File: src/rtl/fp_conv_pkg.sv
// Shared constants and state encoding for the fixed-to-float converter.
package fp_conv_pkg;
  localparam int FP32_EXP_BIAS = 127;
  localparam int FP32_MANT_W   = 23;
  localparam int FP32_EXP_W    = 8;
  localparam int FIX_FRAC_W    = 20;
  localparam int FIX_W         = 22;

  localparam logic [1:0] ST_IDLE = 2'd0;
  localparam logic [1:0] ST_NORM = 2'd1;
  localparam logic [1:0] ST_PACK = 2'd2;

  typedef enum logic [1:0] {
    IDLE = ST_IDLE,
    NORM = ST_NORM,
    PACK = ST_PACK
  } state_t;
endpackage

File: src/rtl/lzc_21.sv
// Combinational leading-zero counter over a 21-bit vector; all-zero input yields 21.
module lzc_21 (
  input  logic [20:0] in_vec,
  output logic [4:0]  count
);
  // Scan from LSB up so the highest set bit sets the final count
  always_comb begin
    count = 5'd21;
    for (int i = 0; i < 21; i++) begin
      if (in_vec[i]) count = 5'(20 - i);
    end
  end
endmodule

File: src/rtl/fixed_float_converter.sv
// Sign-magnitude fixed point {sign, int, frac} -> IEEE-754 single precision.
// IDLE -> NORM -> PACK -> IDLE. NORM shifts the magnitude left until the
// integer bit is set, counting shifts to derive the exponent.
// Build option FAST_NORM_EN: NORM resolves in one cycle via lzc_21
// (assumes FRAC_W = 20 so the magnitude is 21 bits wide).
module fixed_float_converter
  import fp_conv_pkg::*;
#(
  parameter int FRAC_W   = FIX_FRAC_W,
  parameter int EXP_BIAS = FP32_EXP_BIAS
) (
  input  logic              clk,
  input  logic              rst_n,
  input  logic              enable,
  input  logic [FRAC_W+1:0] data,
  output logic              busy,
  output logic              done,
  output logic [31:0]       result
);
  localparam int MW = FRAC_W + 1;

  state_t          state, state_nx;
  logic            sign_q;
  logic [MW-1:0]   mag_q, mag_nx;
  logic [4:0]      cnt_q, cnt_nx;
  logic [FP32_MANT_W-1:0] mant;
  logic [FP32_EXP_W-1:0]  exp_v;
  logic [31:0]     pack_res;

`ifdef FAST_NORM_EN
  logic [4:0] lz;
  lzc_21 u_lzc (.in_vec(mag_q), .count(lz));
`endif

  assign busy = (state != IDLE);

  // Next-state, normalisation shift and shift count
  always_comb begin
    state_nx = state;
    mag_nx   = mag_q;
    cnt_nx   = cnt_q;
    case (state)
      IDLE: begin
        if (enable) begin
          state_nx = NORM;
          mag_nx   = data[MW-1:0];
          cnt_nx   = 5'd0;
        end
      end
      NORM: begin
`ifdef FAST_NORM_EN
        // Zero stays zero; otherwise one full shift lands the leading one on the integer bit
        if (mag_q != '0) begin
          mag_nx = mag_q << lz;
          cnt_nx = lz;
        end
        state_nx = PACK;
`else
        if (mag_q == '0 || mag_q[FRAC_W]) begin
          state_nx = PACK;
        end else begin
          mag_nx = mag_q << 1;
          cnt_nx = cnt_q + 5'd1;
        end
`endif
      end
      PACK:    state_nx = IDLE;
      default: state_nx = IDLE;
    endcase
  end

  // Result assembly; zero magnitude always packs to +0
  always_comb begin
    mant = '0;
    mant[FP32_MANT_W-1 -: FRAC_W] = mag_q[FRAC_W-1:0];
    exp_v = FP32_EXP_W'(EXP_BIAS) - {3'b000, cnt_q};
    pack_res = (mag_q == '0) ? 32'h0 : {sign_q, exp_v, mant};
  end

  // State, datapath and output registers; reset aborts any conversion
  always_ff @(posedge clk) begin
    if (!rst_n) begin
      state  <= IDLE;
      sign_q <= 1'b0;
      mag_q  <= '0;
      cnt_q  <= 5'd0;
      done   <= 1'b0;
      result <= 32'h0;
    end else begin
      state <= state_nx;
      mag_q <= mag_nx;
      cnt_q <= cnt_nx;
      done  <= (state == PACK);
      if (state == IDLE && enable) sign_q <= data[MW];
      if (state == PACK) result <= pack_res;
    end
  end
endmodule

File: config.mk
export PLATFORM = sky130hd
export DESIGN_NAME = fixed_float_converter
export DESIGN_NICKNAME = d
export VERILOG_FILES = /design/src/rtl/fp_conv_pkg.sv /design/src/rtl/lzc_21.sv /design/src/rtl/fixed_float_converter.sv
export SDC_FILE = /design/constraint.sdc
export NUM_CORES = 1
export LEC_CHECK = 0
export ABC_AREA = 1
export BUFFER_PORTS_ARGS = -buffer_cell sky130_fd_sc_hd__clkbuf_2
export CORE_UTILIZATION = 30
export DETAILED_ROUTE_END_ITERATION = 12
export GPL_TIMING_DRIVEN = 1
export MAX_ROUTING_LAYER = met4
export SLEW_MARGIN = 5
export SYNTH_ARGS = -nofsm -noshare
export SYNTH_HDL_FRONTEND = slang
export SYNTH_HIERARCHICAL = 1
export SYNTH_SLANG_ARGS = --single-unit
File: constraint.sdc
create_clock -name clk -period 2.75 [get_ports clk]
set_clock_uncertainty 0.05 [all_clocks]
set_input_delay 0.55 -clock clk [delete_from_list [all_inputs] [get_ports clk]]
set_output_delay 0.55 -clock clk [all_outputs]
set_load 0.02 [all_outputs]
==> metrics.md, run 1 <==
| Metric | Value |
|---|---|
| CTS tree | yes |
| Clock buffers created by TritonCTS | 9 |
| VDD IR-drop max | 0.302 mV |
| Post-synth ARST share | 0% |
| Overflow left after global routing | 0 |
| Worst Setup Start Kind | flop |
| Synth warn | 6 |
| Vias in the first global route | 2370 |
| Total Wirelength | 6500 µm |
| Share of cells above drive strength 1 | 22.6% |
| Post-synth cell types | 23 |
| # DRC | 0 |
| Final Cell Area | 3220 µm² |
| Main synth FF type | dfxtp_1 |
| Max Cap Viol | 0 |
| Post-route ant nets | 0 |
| Flop2flop setup slack | 940 ps |
| Final Max Slew Viols | 0 |
| Site Rows | 33 |
| WS Path Type | reg -> reg |
| Total of fill cells in the finished design | 914 |
| Syn Area/Cell | 6.97 µm² |
| # setup viols final | 0 |
| CP arrival | 1990 ps |
| RD Place Congestion | 0.779 |
| CP max stage delay | 360 ps |
| Clock Latency Late Sink | 340 ps |
| Cts hold-fix bufs | 0 |
| Period minus WS final | 1810 ps |
| Largest net degree at the start of global routing | 41 |
| CTS root buf | clkbuf_8 |
| Sw frac | 29.4% |
| Synth Cell Area | 2660 µm² |
| Reg2reg path depth | 9 |
| Int Power | 1.68 mW |
| Via/cell ratio | 4.65 |
| Most frequent cells in the layout | 113 x nand2_1, 57 x dfxtp_1, 54 x clkbuf_2, 50 x a21oi_1, 35 x nor2_1 |
| Relative slew margins | 61.9% |
| Port buffer count | 54 |
| Clock-pin slew on the worst setup and hold paths | 60 ps |
| Die Y | 96.2 µm |
| Cell Area, Placed | 2970 µm² |
| Part of the power in registers | 40.3% |
| 1st-iter DRT viols | 158 |
| Final Hold Fails | 0 |
| Die area | 9250 µm² |
| Crit-path slowest cell | dfxtp_1 |
| Chip width | 96.2 µm |
| Vias | 2502 |
| Maximum fanout along the worst path | 22 |
| I/O pin count | 59 |
| Final Cycle Share | 65.8% |
| Worst hold stages | 3 |
| Final nets | 454 |
| Fmax achieved | 553 MHz |
| Clock share of power | 40.3% |
| Diode count | 0 |
| Setup_tns | 0 ps |
| Initial core utilization | 31.8% |
| Worst Hold Path EP | sign_q |
| Area occupied by multi-input gates | 1250 µm² |
| Wire per inst | 12.1 µm |
| Worst Tran Pin Value | 570 ps |
| Pwr Density | 741 nW/µm² |
| Reg-to-reg startpoint | mag_q[0] |
| Setup Buffers After CTS | 0 |
| Sequential fraction of the synthesis area | 42.9% |
| Reg2reg end | cnt_q[3] |
| Leakage power | 1.49 nW |
| Pre-CTS setup slack | 888 ps |
| Crit end category | flop |
| Most common cell after layout, fill and taps aside | nand2_1 |
| Yosys reg bits | 57 |
| HPWL Detailed | 4640 µm |
| Clk buf depth | 2 |
| Initial antenna violation count | 0 |
| HP Start | data[21] |
| Worst-path cell chain | nor2_1 -> nand2_1 -> nor2_2 -> nand3_4 -> nand2_2 -> buf_4 -> nand3_1 -> nand2_1 -> nor2_1 |
| H-tree Lvls | 3 |
| Crit path from | mag_q[0] |
| Worst EP required | 2930 ps |
| Global-route wire length before repair | 10900 µm |
| Switching pwr | 0.700 mW |
| Post-CTS Resized | 0 |
| Worst Slack Setup Final | 942 ps |
| Hold/Removal Path Class | in -> reg |
| Layout area overhead | 20.8% |
| FF/Latch Area | 1140 µm² |
| Tot GR Track Use | 16.0% |
| Post-synthesis instance total | 382 |
| Outcome | finished, final reports clean |
| RSZ-0062 raised after global routing | false |
| Combinational Power Share | 19.3% |
| Core ar. | 8380 µm² |
| Router iterations before antenna repair | 6 |
| EDFF count, synth | 0 |
| Clock Sinks | 57 |
-- state kept, by name (all words and copies together) (netlist names) --
name / cells
mag_q: 21
sign_q: 1
cnt_q: 5
state: 2
done: 1
result: 27
-- critical path: cells and delay by family, from the launching register on --
family	cells	cell delay (ps)
simple gates	8	1000
flops	1	360
buf+inv	1	310
-- cell usage after synthesis (2+ instances only) --
| cell type | number | area, µm² |
|---|---|---|
| o21ai_1 | 2 | 10.0 |
| buf_1 | 3 | 11.3 |
| nor2_1 | 35 | 131 |
| dfxtp_1 | 57 | 1140 |
| nand3_1 | 21 | 105 |
| nand2_2 | 2 | 12.5 |
| o21ai_0 | 18 | 90.1 |
| nand3b_1 | 2 | 15.0 |
| buf_4 | 5 | 37.5 |
| nand2_1 | 113 | 424 |
| buf_6 | 4 | 45.0 |
| nand4_1 | 6 | 37.5 |
| inv_2 | 4 | 15.0 |
| buf_2 | 11 | 55.1 |
| inv_1 | 24 | 90.1 |
| nand3_2 | 10 | 100 |
| nor2_2 | 4 | 25.0 |
| clkbuf_1 | 7 | 26.3 |
| a21oi_1 | 50 | 250 |
-- cell families (layout without fill, tap and decap cells) --
kind of cell    count (synthesis)  in the layout  synth area share [%]
buf+inv                        58            106                  10.5
flops                          57             57                  42.9
simple gates                  195            195                  32.8
other cells                     1              4                 0.141
fa+ha+maj                       1              1                 0.470
compound gates                 70             70                  13.2
-- layer usage --
metal,track usage [%],routed length (µm),up-vias,part of all wire [%]
met3,3.63,250,13,3.8
met1,20.4,3170,1127,49
met4,7.09,121,0,1.9
met2,24.1,2960,53,46
met5,-,0,-,0
li1,-,-,1309,-
-- layout make-up --
type / instances / area share [%]
clock buffer: 11 / 4.40
inverter: 28 / 3.27
multi-input combinational: 270 / 38.9
sequential: 57 / 35.5
tap: 105 / 4.09
clock inverter: 5 / 3.19
timing repair buffer: 62 / 10.7
-- power by group through the flow --
stage | sequential, mW | combinational (mW) | clock (mW)
after floorplan | 0.974 | 0.360 | 0
after global routing | 0.970 | 0.529 | 1.01
after global placement | 0.976 | 0.453 | 0
after detailed placement | 0.979 | 0.461 | 0
final | 0.962 | 0.461 | 0.961
after CTS | 0.960 | 0.463 | 0.974
-- metrics by stage --
stage          cells  power [mW]  utilization [%]  hold WS (ps)
3_3_place_gp     522        1.43             35.5           400
4_1_cts          538        2.40             38.4           397
6_report         538        2.38             38.4           405
3_5_place_dp     522        1.44             35.5           401
2_1_floorplan    385        1.33                -           402
5_1_grt          538        2.51             38.4           414
-- how the worst max path moves through the flow --
stage                             to  slack (ps)  cells past startpoint
after floorplan           result[10]        1210                      5
after global placement     mag_q[11]         940                      6
after detailed placement   mag_q[11]         890                      6
after CTS                   cnt_q[3]         950                      9
after global routing        cnt_q[3]         790                      9
final                       cnt_q[3]         940                      9
(Power assumes the default switching activity.)
==> inputs of run 2 (changes only) <==
- clock period: 2.75 -> 1.55 ns (I/O delays scaled with it)
==> run 2 against run 1 <==
Effect of this change:
- core utilization is 0.87 points higher
- power is 76% higher
- register-to-register slack worse by 840 ps
- highest routed layer unchanged
- critical path depth is 6 lower
- first-iteration DRC count is 15% lower
- global-route usage is 0.15 points lower
- clock-buffer cell count is 2 higher
- via count is 0.80% higher
- critical endpoint is now busy
- largest power group unchanged
- final cell count is 1.7% higher
- routed wire length is 1.8% higher
==> metrics.md, run 2 (synthesized netlist as in run 1, its figures left out) <==
| Metric | Value |
|---|---|
| I/O pin count | 59 |
| Tot GR Track Use | 15.9% |
| Clock Sinks | 57 |
| Worst Hold Slack | 173 ps |
| CP arrival | 1080 ps |
| Biggest regs | result (27), mag_q (21), cnt_q (5) |
| Largest register FFs | 27 |
| WS Path Type | reg -> out |
| Hold/Removal Path Class | in -> reg |
| RD Place Congestion | 0.873 |
| Diode count | 0 |
| Placed cell count | 532 |
| HP Start | data[21] |
| Die Y | 96.2 µm |
| Final Non-Filler Cells | 547 |
| Leakage power | 1.54 nW |
| Vias in the first global route | 2270 |
| Global-route wire length before repair | 10700 µm |
| Clock Latency Late Sink | 340 ps |
| HPWL Detailed | 4710 µm |
| Tot Pwr | 4.20 mW |
| Crit end category | output port |
| Setup Buffers After CTS | 0 |
| Clk buf depth | 2 |
| FF/Latch Area | 1140 µm² |
| Router iterations before antenna repair | 4 |
| Overflow left after global routing | 0 |
| Share of cells above drive strength 1 | 24.2% |
| Worst EP required | 1190 ps |
| Worst Setup Start Kind | flop |
| Setup_tns | 0 ps |
| # setup viols final | 0 |
| Post-route ant nets | 0 |
| Clock buffers created by TritonCTS | 9 |
| Site Rows | 33 |
| Final Hold Fails | 0 |
| Wire per inst | 12.1 µm |
| Area occupied by multi-input gates | 1250 µm² |
| Worst Slack Setup Final | 106 ps |
| 1st-iter DRT viols | 134 |
| Flop2flop setup slack | 110 ps |
| Max Cap Viol | 0 |
| Cts hold-fix bufs | 0 |
| Largest net degree at the start of global routing | 36 |
| Port buffer count | 54 |
| Pre-CTS setup slack | 129 ps |
| # DRC | 0 |
| Most common cell after layout, fill and taps aside | nand2_1 |
| Reg2reg end | mag_q[0] |
| Worst hold stages | 3 |
| Utilization after layout | 39.2% |
| VDD IR-drop max | 0.376 mV |
| Total Wirelength | 6620 µm |
| Reg2reg path depth | 9 |
| Fmax achieved | 692 MHz |
| Largest Register | result |
| Final Cycle Share | 93.2% |
| Reg-to-reg startpoint | mag_q[13] |
| Core ar. | 8380 µm² |
| Final Max Slew Viols | 0 |
| Period minus WS final | 1440 ps |
| H-tree Lvls | 3 |
| Clock-pin slew on the worst setup and hold paths | 60 ps |
| Via/cell ratio | 4.61 |
| Die area | 9250 µm² |
| Maximum fanout along the worst path | 3 |
| Final nets | 464 |
| Vias | 2522 |
| Pwr Density | 1280 nW/µm² |
| Worst Hold Path EP | sign_q |
| CTS root buf | clkbuf_8 |
| Most frequent cells in the layout | 113 x nand2_1, 57 x dfxtp_1, 54 x clkbuf_2, 50 x a21oi_1, 35 x nor2_1 |
| Outcome | finished, final reports clean |
| CTS tree | yes |
| Initial antenna violation count | 0 |
| Layout area overhead | 23.6% |
| Total of fill cells in the finished design | 898 |
| Initial core utilization | 31.8% |
| Post-CTS Resized | 0 |
| Cell Area, Placed | 3060 µm² |
| Final Cell Area | 3290 µm² |
| RSZ-0062 raised after global routing | false |
| Chip width | 96.2 µm |
-- run 2: cell count changes in the layout (fill, tap and decap cells not counted), sizes merged --
cell      previous run  this run
buf                  8        18
bufinv               3         2
clkbuf              65        67
clkinv               1         0
clkinvlp             1         0
-- run 2: critical path, stage by stage, from the launching register on --
cell	delay (ps)
dfxtp_1	330
nor2_1	200
inv_1	70
clkbuf_2	150
-- run 2: power by group --
group / internal, mW / switching [mW]
sequential: 1.60 / 0.0910
combinational: 0.334 / 0.564
clock: 1.03 / 0.583
total: 2.96 / 1.24
-- run 2: cell type report --
class / instances / share of cell area [%]
clock buffer: 13 / 5.14
tap: 105 / 4.00
multi-input combinational: 270 / 38.1
inverter: 28 / 3.20
timing repair buffer: 72 / 13.1
sequential: 57 / 34.7
clock inverter: 2 / 1.83
-- run 2: how the worst max path moves through the flow --
stage	from	endpoint	slack, ps	depth (start not counted)
3_5_place_dp	mag_q[13]	mag_q[0]	130	9
6_report	state[0]	busy	110	3
4_1_cts	state[0]	busy	90	3
5_1_grt	mag_q[13]	mag_q[11]	0.8	9
3_3_place_gp	mag_q[13]	mag_q[12]	140	9
2_1_floorplan	mag_q[10]	mag_q[2]	180	10
-- run 2: per-layer routing --
| metal | wire [µm] | share of wire, % | track usage, % |
|---|---|---|---|
| met2 | 2850 | 43 | 22.9 |
| met1 | 3330 | 50 | 20.9 |
| met3 | 340 | 5.1 | 4.11 |
| met5 | 0 | 0 | - |
| met4 | 107 | 1.6 | 6.47 |
==> inputs of run 3 (changes only) <==
- GPL_ROUTABILITY_DRIVEN: unset -> 0
- GPL_TIMING_DRIVEN: 1 -> 0
==> run 3 against run 2 <==
Effect of this change:
- critical path depth grew 7
- first-iteration DRC count shrank 10%
- register-to-register slack lost 20 ps
- sequential share of layout area shrank 0.29 points
- critical endpoint is now mag_q[10]
- highest routed layer unchanged
==> metrics.md, run 3 (synthesized netlist as in run 1, its figures left out) <==
| Metric | Value |
|---|---|
| Final Max Slew Viols | 0 |
| Biggest regs | result (27), mag_q (21), cnt_q (5) |
| Site Rows | 33 |
| Maximum fanout along the worst path | 10 |
| Initial core utilization | 31.8% |
| Pre-CTS setup slack | -96.7 ps |
| Utilization after layout | 39.7% |
| Worst Slack Setup Final | 86.4 ps |
| Max Cap Viol | 0 |
| Flop2flop setup slack | 90 ps |
| Most frequent cells in the layout | 112 x nand2_1, 56 x clkbuf_2, 53 x dfxtp_1, 50 x a21oi_1, 34 x nor2_1 |
| Die Y | 96.2 µm |
| Tot Pwr | 4.03 mW |
| Clk buf depth | 2 |
| Total of fill cells in the finished design | 885 |
| Hold/Removal Path Class | in -> reg |
| Largest register FFs | 27 |
| Global-route wire length before repair | 11500 µm |
| Clock Sinks | 57 |
| RSZ-0062 raised after global routing | true |
| Worst Setup Start Kind | flop |
| Die area | 9250 µm² |
| Area occupied by multi-input gates | 1260 µm² |
| CTS root buf | clkbuf_8 |
| WS Path Type | reg -> reg |
| # DRC | 0 |
| Vias in the first global route | 2401 |
| HP Start | data[21] |
| Reg-to-reg startpoint | mag_q[20] |
| Diode count | 0 |
| Overflow left after global routing | 0 |
| Share of cells above drive strength 1 | 26.9% |
| Worst Hold Slack | 188 ps |
| Final nets | 478 |
| Vias | 2624 |
| HPWL Detailed | 5250 µm |
| VDD IR-drop max | 0.351 mV |
| Final Cycle Share | 94.4% |
| Worst hold stages | 3 |
| Fmax achieved | 683 MHz |
| Cell Area, Placed | 3070 µm² |
| Reg2reg path depth | 10 |
| Initial antenna violation count | 0 |
| Most common cell after layout, fill and taps aside | nand2_1 |
| Largest Register | result |
| Worst Hold Path EP | sign_q |
| Router iterations before antenna repair | 4 |
| Period minus WS final | 1460 ps |
| Via/cell ratio | 4.67 |
| Clock buffers created by TritonCTS | 9 |
| Final Cell Area | 3330 µm² |
| Total Wirelength | 7160 µm |
| Crit end category | flop |
| 1st-iter DRT viols | 120 |
| Port buffer count | 53 |
| Worst EP required | 1730 ps |
| Tot GR Track Use | 17.1% |
| Chip width | 96.2 µm |
| Leakage power | 1.57 nW |
| Post-route ant nets | 0 |
| H-tree Lvls | 3 |
| Largest net degree at the start of global routing | 11 |
| FF/Latch Area | 1150 µm² |
| Reg2reg end | mag_q[10] |
| Layout area overhead | 25.2% |
| CP arrival | 1650 ps |
| I/O pin count | 59 |
| Final Hold Fails | 0 |
| Clock Latency Late Sink | 340 ps |
| Pwr Density | 1210 nW/µm² |
| Outcome | finished, final reports clean |
| Clock-pin slew on the worst setup and hold paths | 70 ps |
| Core ar. | 8380 µm² |
| CTS tree | yes |
| # setup viols final | 0 |
| Wire per inst | 12.7 µm |
run 3: power by group:
part           total (mW)  switching (mW)  leakage (nW)  internal, mW
Sequential           1.71           0.112         0.467          1.60
Combinational       0.923           0.574         0.996         0.349
Clock                1.40           0.624         0.102         0.774
Total                4.03            1.31          1.57          2.72
run 3: worst max-delay path by stage:
stage / cells past startpoint / endpoint / start / slack, ps
global route: 10 / mag_q[10] / mag_q[15] / -20
floorplan: 10 / mag_q[2] / mag_q[10] / 180
finish: 10 / mag_q[10] / mag_q[20] / 90
CTS: 8 / mag_q[13] / state[1] / 20
global placement: 5 / result[11] / rst_n / -70
detailed placement: 5 / result[17] / rst_n / -100
run 3: worst max-delay path, cell delays in order, from the launching register on:
cell and delay, ps:
dfxtp_1 340, nor2_1 100, nand2_1 70, nor2_2 150
nand3_4 90, nand2_2 90, buf_8 140, buf_12 140
nand3_2 70, nand2_1 70, nor2_1 40
run 3: final cells by class:
type,instances,share of cell area [%]
Timing Repair Buffer,56,8.64
Clock buffer,10,4.13
Buffer,30,6.12
Sequential cell,57,34.4
Clock inverter,6,1.73
Multi-Input combinational cell,270,37.9
Tap cell,105,3.94
Inverter,28,3.16
run 3: timing repair:
action,CTS,global route
gates resized for setup,2,22
setup endpoints to repair,25,31
pin swaps,2,2
buffers inserted,1,2
hold buffers,0,0
endpoints found under the hold margin,0,0
run 3: per-layer routing:
| metal | global-route usage, % | vias up | share of wire (%) |
|---|---|---|---|
| met3 | 2.84 | 8 | 4.6 |
| met5 | - | - | 0 |
| met1 | 22.4 | 1177 | 49 |
| met2 | 25.2 | 71 | 45 |
| met4 | 8.83 | 0 | 1.7 |
| li1 | - | 1368 | - |
run 3: metrics by stage:
step,TNS [ps],std cells
after floorplan,0,385
after global placement,-872,543
after detailed placement,-1290,543
after CTS,0,560
after global routing,-22.5,562
final,0,562
